File: config.mk
export PLATFORM = sky130hd
export DESIGN_NAME = ram_initiator
export DESIGN_NICKNAME = d
export VERILOG_FILES = /design/src/rtl/ram_initiator.sv
export SDC_FILE = /design/constraint.sdc
export NUM_CORES = 1
export LEC_CHECK = 0
export ABC_AREA = 1
export CORE_MARGIN = 4
export CORE_UTILIZATION = 50
export CTS_BUF_LIST = sky130_fd_sc_hd__clkbuf_4 sky130_fd_sc_hd__clkbuf_8
export DETAILED_ROUTE_END_ITERATION = 8
export MAX_ROUTING_LAYER = met4
export PLACE_DENSITY = 0.82
export SYNTH_ARGS = -nofsm -noshare
export SYNTH_HDL_FRONTEND = slang
export SYNTH_SLANG_ARGS = --single-unit
File: constraint.sdc
create_clock -name clk -period 2.3 [get_ports clk]
set_clock_uncertainty 0.1 [all_clocks]
set_input_delay 0.23 -clock clk [delete_from_list [all_inputs] [get_ports clk]]
set_output_delay 0.23 -clock clk [all_outputs]
set_load 0.02 [all_outputs]
File: src/rtl/ram_initiator.sv
// Command-to-strobe sequencer for the 64x8 RAM; one command at a time, registered outputs.
// Reads take 1 cycle plus a held response slot (stalls on rsp_ready); writes/fills commit one word per cycle.
module ram_initiator #(
  parameter int unsigned AddressSize = 6,
  parameter int unsigned WordSize    = 8
) (
  input  logic                   clk,
  input  logic                   rst,
  input  logic                   cmd_valid,
  output logic                   cmd_ready,
  input  logic [1:0]             cmd_op,
  input  logic [AddressSize-1:0] cmd_addr,
  input  logic [AddressSize-1:0] cmd_len,
  input  logic [WordSize-1:0]    cmd_wdata,
  output logic                   rsp_valid,
  input  logic                   rsp_ready,
  output logic [WordSize-1:0]    rsp_data,
  output logic                   rsp_last,
  output logic                   busy,
  output logic [AddressSize-1:0] ram_address,
  output logic [WordSize-1:0]    ram_dataI,
  input  logic [WordSize-1:0]    ram_data,
  output logic                   ram_CS,
  output logic                   ram_WE,
  output logic                   ram_OE
);

  typedef enum logic [2:0] {
    IDLE  = 3'd0,
    READ  = 3'd1,
    RSP   = 3'd2,
    WRITE = 3'd3,
    FILL  = 3'd4
  } state_e;

  localparam logic [1:0] OpRead  = 2'b00;
  localparam logic [1:0] OpWrite = 2'b01;
  localparam logic [1:0] OpBurst = 2'b10;
  localparam logic [1:0] OpFill  = 2'b11;

  state_e                 state_q, state_d;
  logic [AddressSize-1:0] cur_addr_q, cur_addr_d;
  logic [AddressSize-1:0] count_q, count_d;
  logic [WordSize-1:0]    wdata_q, wdata_d;

  logic                   cs_q, cs_d;
  logic                   we_q, we_d;
  logic                   oe_q, oe_d;
  logic [AddressSize-1:0] ram_addr_q, ram_addr_d;
  logic [WordSize-1:0]    ram_wdat_q, ram_wdat_d;
  logic                   rsp_valid_q, rsp_valid_d;
  logic [WordSize-1:0]    rsp_data_q, rsp_data_d;
  logic                   rsp_last_q, rsp_last_d;
  logic                   busy_q, busy_d;
  logic                   cmd_ready_q, cmd_ready_d;

  // Sequencing: next state and working registers.
  always_comb begin
    state_d     = state_q;
    cur_addr_d  = cur_addr_q;
    count_d     = count_q;
    wdata_d     = wdata_q;
    rsp_valid_d = rsp_valid_q;
    rsp_data_d  = rsp_data_q;
    rsp_last_d  = rsp_last_q;

    unique case (state_q)
      IDLE: begin
        if (cmd_valid) begin
          cur_addr_d = cmd_addr;
          wdata_d    = cmd_wdata;
          count_d    = cmd_op[1] ? cmd_len : '0;
          unique case (cmd_op)
            OpRead, OpBurst: state_d = READ;
            OpWrite:         state_d = WRITE;
            OpFill:          state_d = FILL;
            default:         state_d = IDLE;
          endcase
        end
      end
      READ: begin
        rsp_data_d  = ram_data;
        rsp_valid_d = 1'b1;
        rsp_last_d  = (count_q == '0);
        state_d     = RSP;
      end
      RSP: begin
        if (rsp_ready) begin
          rsp_valid_d = 1'b0;
          if (rsp_last_q) begin
            state_d = IDLE;
          end else begin
            cur_addr_d = cur_addr_q + 1'b1;
            count_d    = count_q - 1'b1;
            state_d    = READ;
          end
        end
      end
      WRITE: begin
        state_d = IDLE;
      end
      FILL: begin
        if (count_q == '0) begin
          state_d = IDLE;
        end else begin
          cur_addr_d = cur_addr_q + 1'b1;
          count_d    = count_q - 1'b1;
        end
      end
      default: begin
        state_d = IDLE;
      end
    endcase
  end

  // Outputs are decoded from the upcoming state so every pin comes straight off a flop.
  always_comb begin
    cs_d        = !(state_d inside {READ, WRITE, FILL});
    we_d        = !(state_d inside {WRITE, FILL});
    oe_d        = (state_d != READ);
    ram_addr_d  = cs_d ? ram_addr_q : cur_addr_d;
    ram_wdat_d  = we_d ? ram_wdat_q : wdata_d;
    busy_d      = (state_d != IDLE);
    cmd_ready_d = (state_d == IDLE);
  end

  always_ff @(posedge clk or posedge rst) begin
    if (rst) begin
      state_q     <= IDLE;
      cur_addr_q  <= '0;
      count_q     <= '0;
      wdata_q     <= '0;
      cs_q        <= 1'b1;
      we_q        <= 1'b1;
      oe_q        <= 1'b1;
      ram_addr_q  <= '0;
      ram_wdat_q  <= '0;
      rsp_valid_q <= 1'b0;
      rsp_data_q  <= '0;
      rsp_last_q  <= 1'b0;
      busy_q      <= 1'b0;
      cmd_ready_q <= 1'b1;
    end else begin
      state_q     <= state_d;
      cur_addr_q  <= cur_addr_d;
      count_q     <= count_d;
      wdata_q     <= wdata_d;
      cs_q        <= cs_d;
      we_q        <= we_d;
      oe_q        <= oe_d;
      ram_addr_q  <= ram_addr_d;
      ram_wdat_q  <= ram_wdat_d;
      rsp_valid_q <= rsp_valid_d;
      rsp_data_q  <= rsp_data_d;
      rsp_last_q  <= rsp_last_d;
      busy_q      <= busy_d;
      cmd_ready_q <= cmd_ready_d;
    end
  end

  assign cmd_ready   = cmd_ready_q;
  assign busy        = busy_q;
  assign rsp_valid   = rsp_valid_q;
  assign rsp_data    = rsp_data_q;
  assign rsp_last    = rsp_last_q;
  assign ram_address = ram_addr_q;
  assign ram_dataI   = ram_wdat_q;
  assign ram_CS      = cs_q;
  assign ram_WE      = we_q;
  assign ram_OE      = oe_q;

endmodule
==> results of run 1 <==
## layout make-up
type | count | area share, %
tap | 67 | 2.60
multi-input combinational | 199 | 29.6
clock inverter | 3 | 0.853
timing repair buffer | 68 | 21.0
inverter | 28 | 3.26
clock buffer | 5 | 2.13
sequential | 52 | 40.5
## placed cells by master, fill, tap and decap left out, types with 2 or more instances in the layout
cell               n
nand4_1            3
inv_1             21
clkbuf_8           5
a22oi_1            2
nand2_1          109
inv_2              7
nor2_1            23
a21boi_0           3
nand3_1           12
a21oi_1            3
nor2_4             3
buf_4              5
nand3_2            3
ha_1               2
dfstp_2            4
a31oi_1           10
o21ai_0           13
dfrtp_1           48
clkdlybuf4s50_1   62
nor3_1             2
## power by group through the flow
stage	registers [uW]	clock network, uW	logic (uW)
2_1_floorplan	1900	0	1350
3_3_place_gp	1630	0	2370
3_5_place_dp	1640	0	2460
4_1_cts	1630	566	2470
5_1_grt	1690	604	2730
6_report	1630	549	2440
## through the flow
step	instances	setup WS [ps]	hold slack (ps)	instance area (um^2)	utilization, %
after floorplan	286	632	247	2420	-
after global placement	414	397	348	3130	66.3
after detailed placement	414	298	356	3130	66.3
after CTS	422	360	24.7	3230	68.3
after global routing	422	126	26.3	3230	68.3
final	422	349	31.1	3230	68.3
## per-layer routing
layer  up-vias  part of all wire [%]  global-route usage (%)  routed length (um)
met5         -                     0                       -                   0
met1       959                    45                    24.0                2380
li1       1041                     -                       -                   -
met4         0                   1.3                    6.41                  68
met3         9                   6.7                    6.15                 358
met2        64                    47                    33.0                2540
## worst paths after layout
check	start	endpoint	slack, ps	depth (start not counted)
hold reg to reg	wdata_q[4]	wdata_q[4]	380	2
hold / removal	rst	rsp_data[6]	30	2
min in group clk	ram_data[4]	rsp_data[4]	350	3
setup / recovery	count_q[0]	ram_address[5]	350	11
max in group asynchronous	rst	ram_CS	1590	3
setup reg to reg	count_q[0]	ram_address[5]	350	11
## worst max-delay path: cells and delay by family, from the launching register on
family                     cells  cell delay [ps]
and+or+nand+nor                7              860
DFF                            1              380
AOI/OAI and AO/OA              1              200
adders and majority gates      1              170
buffers and inverters          2              140
## registers in the layout, summed over array words and instances (netlist names)
register	count
cur_addr_q	6
ram_address	6
state_q	3
rsp_data	8
ram_dataI	8
ram_CS	1
cmd_ready	1
wdata_q	8
ram_WE	1
rsp_valid	1
rsp_last	1
count_q	6
ram_OE	1
busy	1
## synthesized netlist by cell type (all sizes together)
master  instances
a22oi           2
nand4           3
a21boi          3
a21oi           4
clkbuf          1
nand3          16
nor3            4
nor2           27
inv            28
o21ai          14
nand3b          1
o31ai           1
nand2         111
a31oi          10
ha              2
or2             1
dfstp           4
dfrtp          48
buf             6
## kinds of logic (layout without fill, tap and decap cells)
kind of cell | Yosys count | in the layout
AND/OR/NAND/NOR | 163 | 163
buffers and inverters | 35 | 104
AO/OA/AOI/OAI | 34 | 34
adder cells (fa/ha/maj) | 2 | 2
flip-flops | 52 | 52
==> impl_metrics.yaml, run 1 <==
sta:
  finalHoldViolCount: 0
  finalCritPeriodShare_pct: 84.8
  relSlewSlack_pct: 77.3
  final_max_slew_viol_count: 0
  worst_pin_slew_ps: 338
  setup_violations: 0
  fin_crit_ps: 1950
  rsz0062_at_grt: "no"
  fin_tns_setup_ps: 0
  max_freq_mhz: 513
synth:
  synth_top_area_cell: "dfrtp_1"
  syn-cell-area_um2: 2420
  ys_ff_latch: 52
  synth_warnings: 0
  synth_simple_gate_area_share_pct: 30.1
  synth-compound-area-share_pct: 8.32
  ys_top_cells_by_area: "dfrtp_1 50%, nand2_1 17%, dfstp_2 4.3%"
  ys_types: 32
  synth_area_per_cell_um2: 8.47
  synth_cells: 286
  synth_top_family_by_area: "simple AND/OR/NAND/NOR gates"
  yosys.area_share.adder_pct: 1.03
  yosysTopAreaCellShare_pct: 49.6
  synth_mux_area_share_pct: 0
  seq_area_frac_synth_pct: 53.9
  syn-num-nets: 322
  synth_xor_area_share_pct: 0
layout:
  final_nets: 390
  area_delta_synth_final_pct: 33.2
  regArea_um2: 1310
  n_antenna_cell: 0
  multiInputGateArea_um2: 956
  fillers: 390
  drive_above_1_share_pct: 11.0
worst_setup_path:
  crit_path_max_fanout: 5
  critical_path.cell_chain: "inv_1 -> ha_1 -> inv_1 -> nor2_2 -> nand3_2 -> nand2_2 -> nand2_1 -> a21boi_0 -> nand2_1 -> nand2_1 -> nand2_1"
  crit_path_end_kind: "register"
  required_ps: 2410
  critPathSlowestCell: "dfrtp_1"
  startpoint_type: "register"
  cpMostUsedCell: "nand2_1"
  crit_type: "reg -> reg"
  cp.arrival_ps: 2060
  slowest_delay_ps: 380
global_route:
  grt_pass1_vias: 2154
  grt_max_degree: 32
  track_usage_pct: 20.2
  grt_pass1_wl_um: 9510
  grt-ovfl-total: 0
  grt_antenna_before_repair: 0
cts:
  cts_buffer_depth: 2
  htreeDepth: 2
  path_clk_slew_ps: 100
  post_cts_resized: 0
  cts_inserted_buffers: 5
  cts.sinks: 52
  cts_tree: "built"
  cts_setup_buffers: 0
  root_buffer: "clkbuf_8"
  clock_latency_ps: 310
  cts-hold-fix-buffers: 0
floorplanning:
  core_um2: 4720
  num_rows: 25
  die_x_um: 77.6
  die_y_um: 77.6
  pin_count: 63
  fp.dieArea_um2: 6020
  initial_core_util_pct: 51.3
power:
  p_switching_uw: 2050
  pwr-share-seq_pct: 35.3
  pwr_density_cell_nw_per_um2: 1430
  intPower_uw: 2570
  p_leak_uw: 0.00157
  pwr-share-comb_pct: 52.8
  total_power_uw: 4620
  clock_power_share_pct: 11.9
  ir_drop_mv: 0.757
  switching_share_pct: 44.3
routing:
  wl_um: 5350
  drtAntennaViolNets: 0
  drc: 0
  wire_per_inst_um: 12.7
  num_vias: 2073
  dr.pass1.iters: 6
  vias_per_cell: 4.91
  drt-initial-drc-count: 48
hold_path:
  worstHoldPathType: "in -> async"
placed_design:
  dp_hpwl_um: 4030
  place_congestion: 0.842
  numPortBuffers: 62
run_status:
  status: "finished clean"
run:
  drv_cap: 0
No activity file was read; power rests on OpenSTA's default activity.
==> inputs of run 2 (changes only) <==
- CORE_UTILIZATION: 50 -> 45
- PLACE_DENSITY: 0.82 -> 0.78
- clock period: 2.3 -> 1.7 ns (I/O delays scaled with it)
==> run 2 against run 1 <==
The run now ends with negative setup slack left. Sequential share of layout area is 3.8 points lower. Sequential cell count stayed put. Total power is 54% higher. Hold slack worse by 25 ps. Combinational power is 65% higher. Wire length is 14% higher. Setup slack worse by 360 ps. Die area is 9.9% higher. Cell count is 6.9% higher. Clock power is 58% higher.
==> impl_metrics.yaml, run 2 (same netlist as run 1, synthesis figures left out) <==
run_status:
  status: "complete, but fails checks"
  violations: "negative setup slack"
cts:
  htreeDepth: 2
  cts_inserted_buffers: 5
  cts.sinks: 52
  cts_tree: "built"
  path_clk_slew_ps: 110
  clock_latency_ps: 310
  root_buffer: "clkbuf_8"
  cts_buffer_depth: 2
sta:
  holdWs_ps: 5.66
  worst_slack_ps: -7.58
  setup_violations: 1
  max_freq_mhz: 586
  rsz0062_at_grt: "yes"
  final_max_slew_viol_count: 0
  fin_crit_ps: 1710
  finalHoldViolCount: 0
  relSlewSlack_pct: 80.8
  worst_pin_slew_ps: 288
  finalCritPeriodShare_pct: 100
routing:
  vias_per_cell: 4.95
  wl_um: 6100
  drt-initial-drc-count: 106
  wire_per_inst_um: 13.5
  drc: 0
  dr.pass1.iters: 4
  drtAntennaViolNets: 0
  num_vias: 2234
power:
  p_leak_uw: 0.00174
  ir_drop_mv: 0.961
  pwr_density_cell_nw_per_um2: 1990
placed_design:
  place_area_um2: 3270
  numPortBuffers: 62
  dp_hpwl_um: 4260
  pre_cts_slack_ps: -117
  place_congestion: 0.874
worst_setup_path:
  path_delay_family: "simple AND/OR/NAND/NOR gates"
  crit_path_end_kind: "register"
  crit_type: "reg -> reg"
  cp_num_buf_inv: 3
  slowest_delay_ps: 400
  critical_path.cell_chain: "inv_2 -> ha_4 -> inv_2 -> nor2_4 -> nand3_4 -> nand2_8 -> nand2_8 -> a21boi_4 -> nand2_2 -> buf_4"
  startpoint_type: "register"
  cp.arrival_ps: 1820
  crit_path_max_fanout: 6
  critPathSlowestCell: "dfrtp_1"
  required_ps: 1810
layout:
  regArea_um2: 1310
  final_cell_mix: "104 x nand2_1, 58 x clkdlybuf4s50_1, 47 x dfrtp_1, 28 x buf_4, 23 x nor2_1"
  layout_commonest_cell: "nand2_1"
  area_delta_synth_final_pct: 47.2
  drive_above_1_share_pct: 21.5
  fillers: 385
  fin_area_um2: 3560
  multiInputGateArea_um2: 1080
  final_nets: 416
  n_antenna_cell: 0
hold_path:
  worstHoldPathType: "in -> async"
floorplanning:
  pin_count: 63
  initial_core_util_pct: 46.8
  num_rows: 26
  die_y_um: 81.4
  fp.dieArea_um2: 6620
  die_x_um: 81.4
  core_um2: 5170
global_route:
  grt_pass1_vias: 2149
  grt_antenna_before_repair: 0
  grt_max_degree: 29
  grt_pass1_wl_um: 9390
  grt-ovfl-total: 0
  track_usage_pct: 18.6
run:
  drv_cap: 0
==> run 2: cell count changes in the layout (fill, tap and decap cells not counted), moves of 4 or more <==
cell / delta
clkdlybuf4s50_1: -4
dlygate4sd2_1: +4
nand2_1: -5
buf_4: +23
==> run 2: metal layers <==
layer	track usage (%)	vias up	routed length, um
met3	4.55	2	372
met5	-	-	0
li1	-	1099	-
met1	23.5	1062	2620
met2	30.9	71	3090
met4	2.87	0	21
==> run 2: area by class of cell <==
class / count / area share [%]
well taps: 70 / 2.46
multi-input cells: 201 / 30.4
flip-flops and latches: 52 / 36.7
repair buffers: 92 / 24.3
inverters: 28 / 2.95
clock buffers: 5 / 1.93
clock inverters: 3 / 1.30
==> run 2: what timing repair did <==
action                     CTS  global route
gates resized for setup     10            26
setup endpoints to repair   15            27
pin swaps                    0            14
hold buffers                 0             0
setup buffers                1             7
gates cloned                 0             2
==> run 2: power breakdown <==
| group | switching (uW) | leakage [uW] | total (uW) | internal [uW] |
|---|---|---|---|---|
| clock network | 420 | 0.0000600 | 866 | 447 |
| registers | 358 | 0.000631 | 2220 | 1860 |
| logic | 2270 | 0.00105 | 4020 | 1750 |
| total | 3050 | 0.00174 | 7110 | 4060 |
==> run 2: path summary, 6_finish.rpt <==
check                            start              to  slack (ps)  depth (start not counted)
max                         count_q[0]   cur_addr_q[3]          -8                         10
min                                rst  ram_address[0]           6                          2
max reg2reg                 count_q[0]   cur_addr_q[3]          -8                         10
min reg2reg                rsp_data[2]     rsp_data[2]         370                          2
max in group asynchronous          rst          ram_OE         980                          3
min in group clk           ram_data[2]     rsp_data[2]         300                          3
==> run 2: metrics by stage <==
stage	total power (uW)	TNS [ps]	util [%]	std cells
final	7110	-7.58	68.9	451
after global routing	7670	-749	68.9	451
after CTS	6760	-78.3	65.6	442
after detailed placement	5880	-417	63.1	433
after global placement	5770	-40.7	63.1	433
after floorplan	4390	0	-	286
==> inputs of run 3 (changes only) <==
- CAP_MARGIN: unset -> 15
- CORE_MARGIN: 4 -> 3
- CORE_UTILIZATION: 45 -> 44
- CTS_BUF_LIST: sky130_fd_sc_hd__clkbuf_4 sky130_fd_sc_hd__clkbuf_8 -> unset
- PLACE_DENSITY: 0.78 -> 0.76
==> run 3 against run 2 <==
The flow now finishes without violations. First-iteration DRC count fell by 37%. Die area fell by 2.9%. Core utilization fell by 0.74 points. Count of clock-buffer cells in the layout rose by 1. Clock power fell by 18%. Cell area fell by 0.46%. Cell count did not move. Via count fell by 0.67%.
==> impl_metrics.yaml, run 3 (same netlist as run 1, synthesis figures left out) <==
sta:
  finalHoldViolCount: 0
  rsz0062_at_grt: "yes"
  holdWs_ps: 67.9
  finalCritPeriodShare_pct: 98.1
  fin_crit_ps: 1670
  setup_violations: 0
  max_freq_mhz: 600
  worst_pin_slew_ps: 440
  relSlewSlack_pct: 70.6
  final_max_slew_viol_count: 0
  worst_slack_ps: 32.1
floorplanning:
  initial_core_util_pct: 46.5
  pin_count: 63
  fp.dieArea_um2: 6430
  die_y_um: 80.2
  die_x_um: 80.2
  core_um2: 5200
  num_rows: 26
global_route:
  track_usage_pct: 19.2
  grt-ovfl-total: 0
  grt_pass1_wl_um: 9370
  grt_pass1_vias: 2142
  grt_max_degree: 20
  grt_antenna_before_repair: 0
worst_setup_path:
  critPathSlowestCell: "dfrtp_1"
  crit_path_max_fanout: 4
  slowest_delay_ps: 410
  crit_path_end_kind: "register"
  cp.arrival_ps: 1740
  crit_type: "reg -> reg"
  critical_path.cell_chain: "inv_2 -> nand2_4 -> nor2_1 -> nand4_1 -> buf_4 -> buf_4 -> nand2_1 -> nor2_1 -> nand2_1"
  startpoint_type: "register"
  required_ps: 1780
run_status:
  status: "finished clean"
routing:
  drtAntennaViolNets: 0
  dr.pass1.iters: 4
  vias_per_cell: 4.92
  num_vias: 2219
  drt-initial-drc-count: 67
  wl_um: 5820
  wire_per_inst_um: 12.9
  drc: 0
layout:
  final_nets: 416
  n_antenna_cell: 0
  layout_commonest_cell: "nand2_1"
  fin_util_pct: 68.2
  layout.cells.non_filler: 451
  fin_area_um2: 3550
  fillers: 425
  area_delta_synth_final_pct: 46.5
  final_cell_mix: "104 x nand2_1, 58 x clkdlybuf4s50_1, 46 x dfrtp_1, 26 x buf_4, 21 x nor2_1"
  drive_above_1_share_pct: 21.5
cts:
  cts_buffer_depth: 2
  clock_latency_ps: 310
  htreeDepth: 2
  cts_inserted_buffers: 5
  path_clk_slew_ps: 90
  cts.sinks: 52
  cts_tree: "built"
  root_buffer: "clkbuf_8"
power:
  pwr_density_cell_nw_per_um2: 1950
  ir_drop_mv: 1.07
  p_leak_uw: 0.00172
placed_design:
  place_area_um2: 3280
  placedCellCount: 433
  numPortBuffers: 62
  dp_hpwl_um: 4180
  pre_cts_slack_ps: -124
  place_congestion: 0.869
hold_path:
  worstHoldPathType: "in -> async"
run:
  drv_cap: 0
run 3: changes by cell type in the layout (fill, tap and decap cells not counted), moves of 2 or more:
| cell | previous run | this run |
|---|---|---|
| buf_4 | 28 | 26 |
| nand3_2 | 5 | 3 |
| nor2_1 | 23 | 21 |
| nor2_2 | 0 | 2 |
| o21ai_0 | 10 | 12 |
| o21ai_1 | 4 | 2 |
run 3: worst max-delay path: cells and delay by family (launching register included):
kind | cells | cell delay (ps)
DFF | 1 | 410
buffers and inverters | 3 | 350
and+or+nand+nor | 6 | 670
run 3: path summary, 6_finish.rpt:
kind	depth (start not counted)	startpoint	slack (ps)	end
max reg2reg	9	state_q[1]	30	busy
min in group clk	3	ram_data[6]	280	rsp_data[6]
max in group asynchronous	3	rst	900	cmd_ready
min	2	rst	70	cur_addr_q[0]
min reg2reg	2	wdata_q[7]	370	wdata_q[7]
max	9	state_q[1]	30	busy
run 3: layout make-up:
cell class,count,area (um^2),area share [%]
sequential,52,1310,36.9
multi-input combinational,201,1080,30.4
timing repair buffer,92,882,24.9
inverter,28,105,2.96
tap,70,87.6,2.47
clock buffer,6,72.6,2.05
clock inverter,2,13.8,0.388
run 3: through the flow:
stage,TNS [ps],total power (uW)
global route,-682,7460
global placement,-243,5780
finish,0,6910
floorplan,0,4390
CTS,-0.286,6620
detailed placement,-818,5880
run 3: timing repair:
| item | 4_1_cts | 5_1_grt |
|---|---|---|
| cloned | 0 | 2 |
| setup buffers | 0 | 8 |
| pin swaps | 1 | 13 |
| endpoints found under the hold margin | 0 | 0 |
| gates resized for setup | 8 | 28 |
| hold buffers | 0 | 0 |
| endpoints found under the setup margin | 27 | 26 |
run 3: power breakdown:
part / internal (uW) / leakage [uW] / total (uW) / switching [uW]
combinational: 1770 / 0.00105 / 4000 / 2230
sequential: 1860 / 0.000629 / 2210 / 345
clock: 294 / 0.0000456 / 707 / 413
total: 3920 / 0.00172 / 6910 / 2990
run 3: metal layers:
| metal | share of wire, % | track usage (%) | vias to the layer above |
|---|---|---|---|
| li1 | - | - | 1108 |
| met1 | 43 | 23.2 | 1054 |
| met2 | 51 | 31.6 | 52 |
| met3 | 4.5 | 4.26 | 5 |
| met4 | 1.1 | 6.93 | 0 |
| met5 | 0 | - | - |
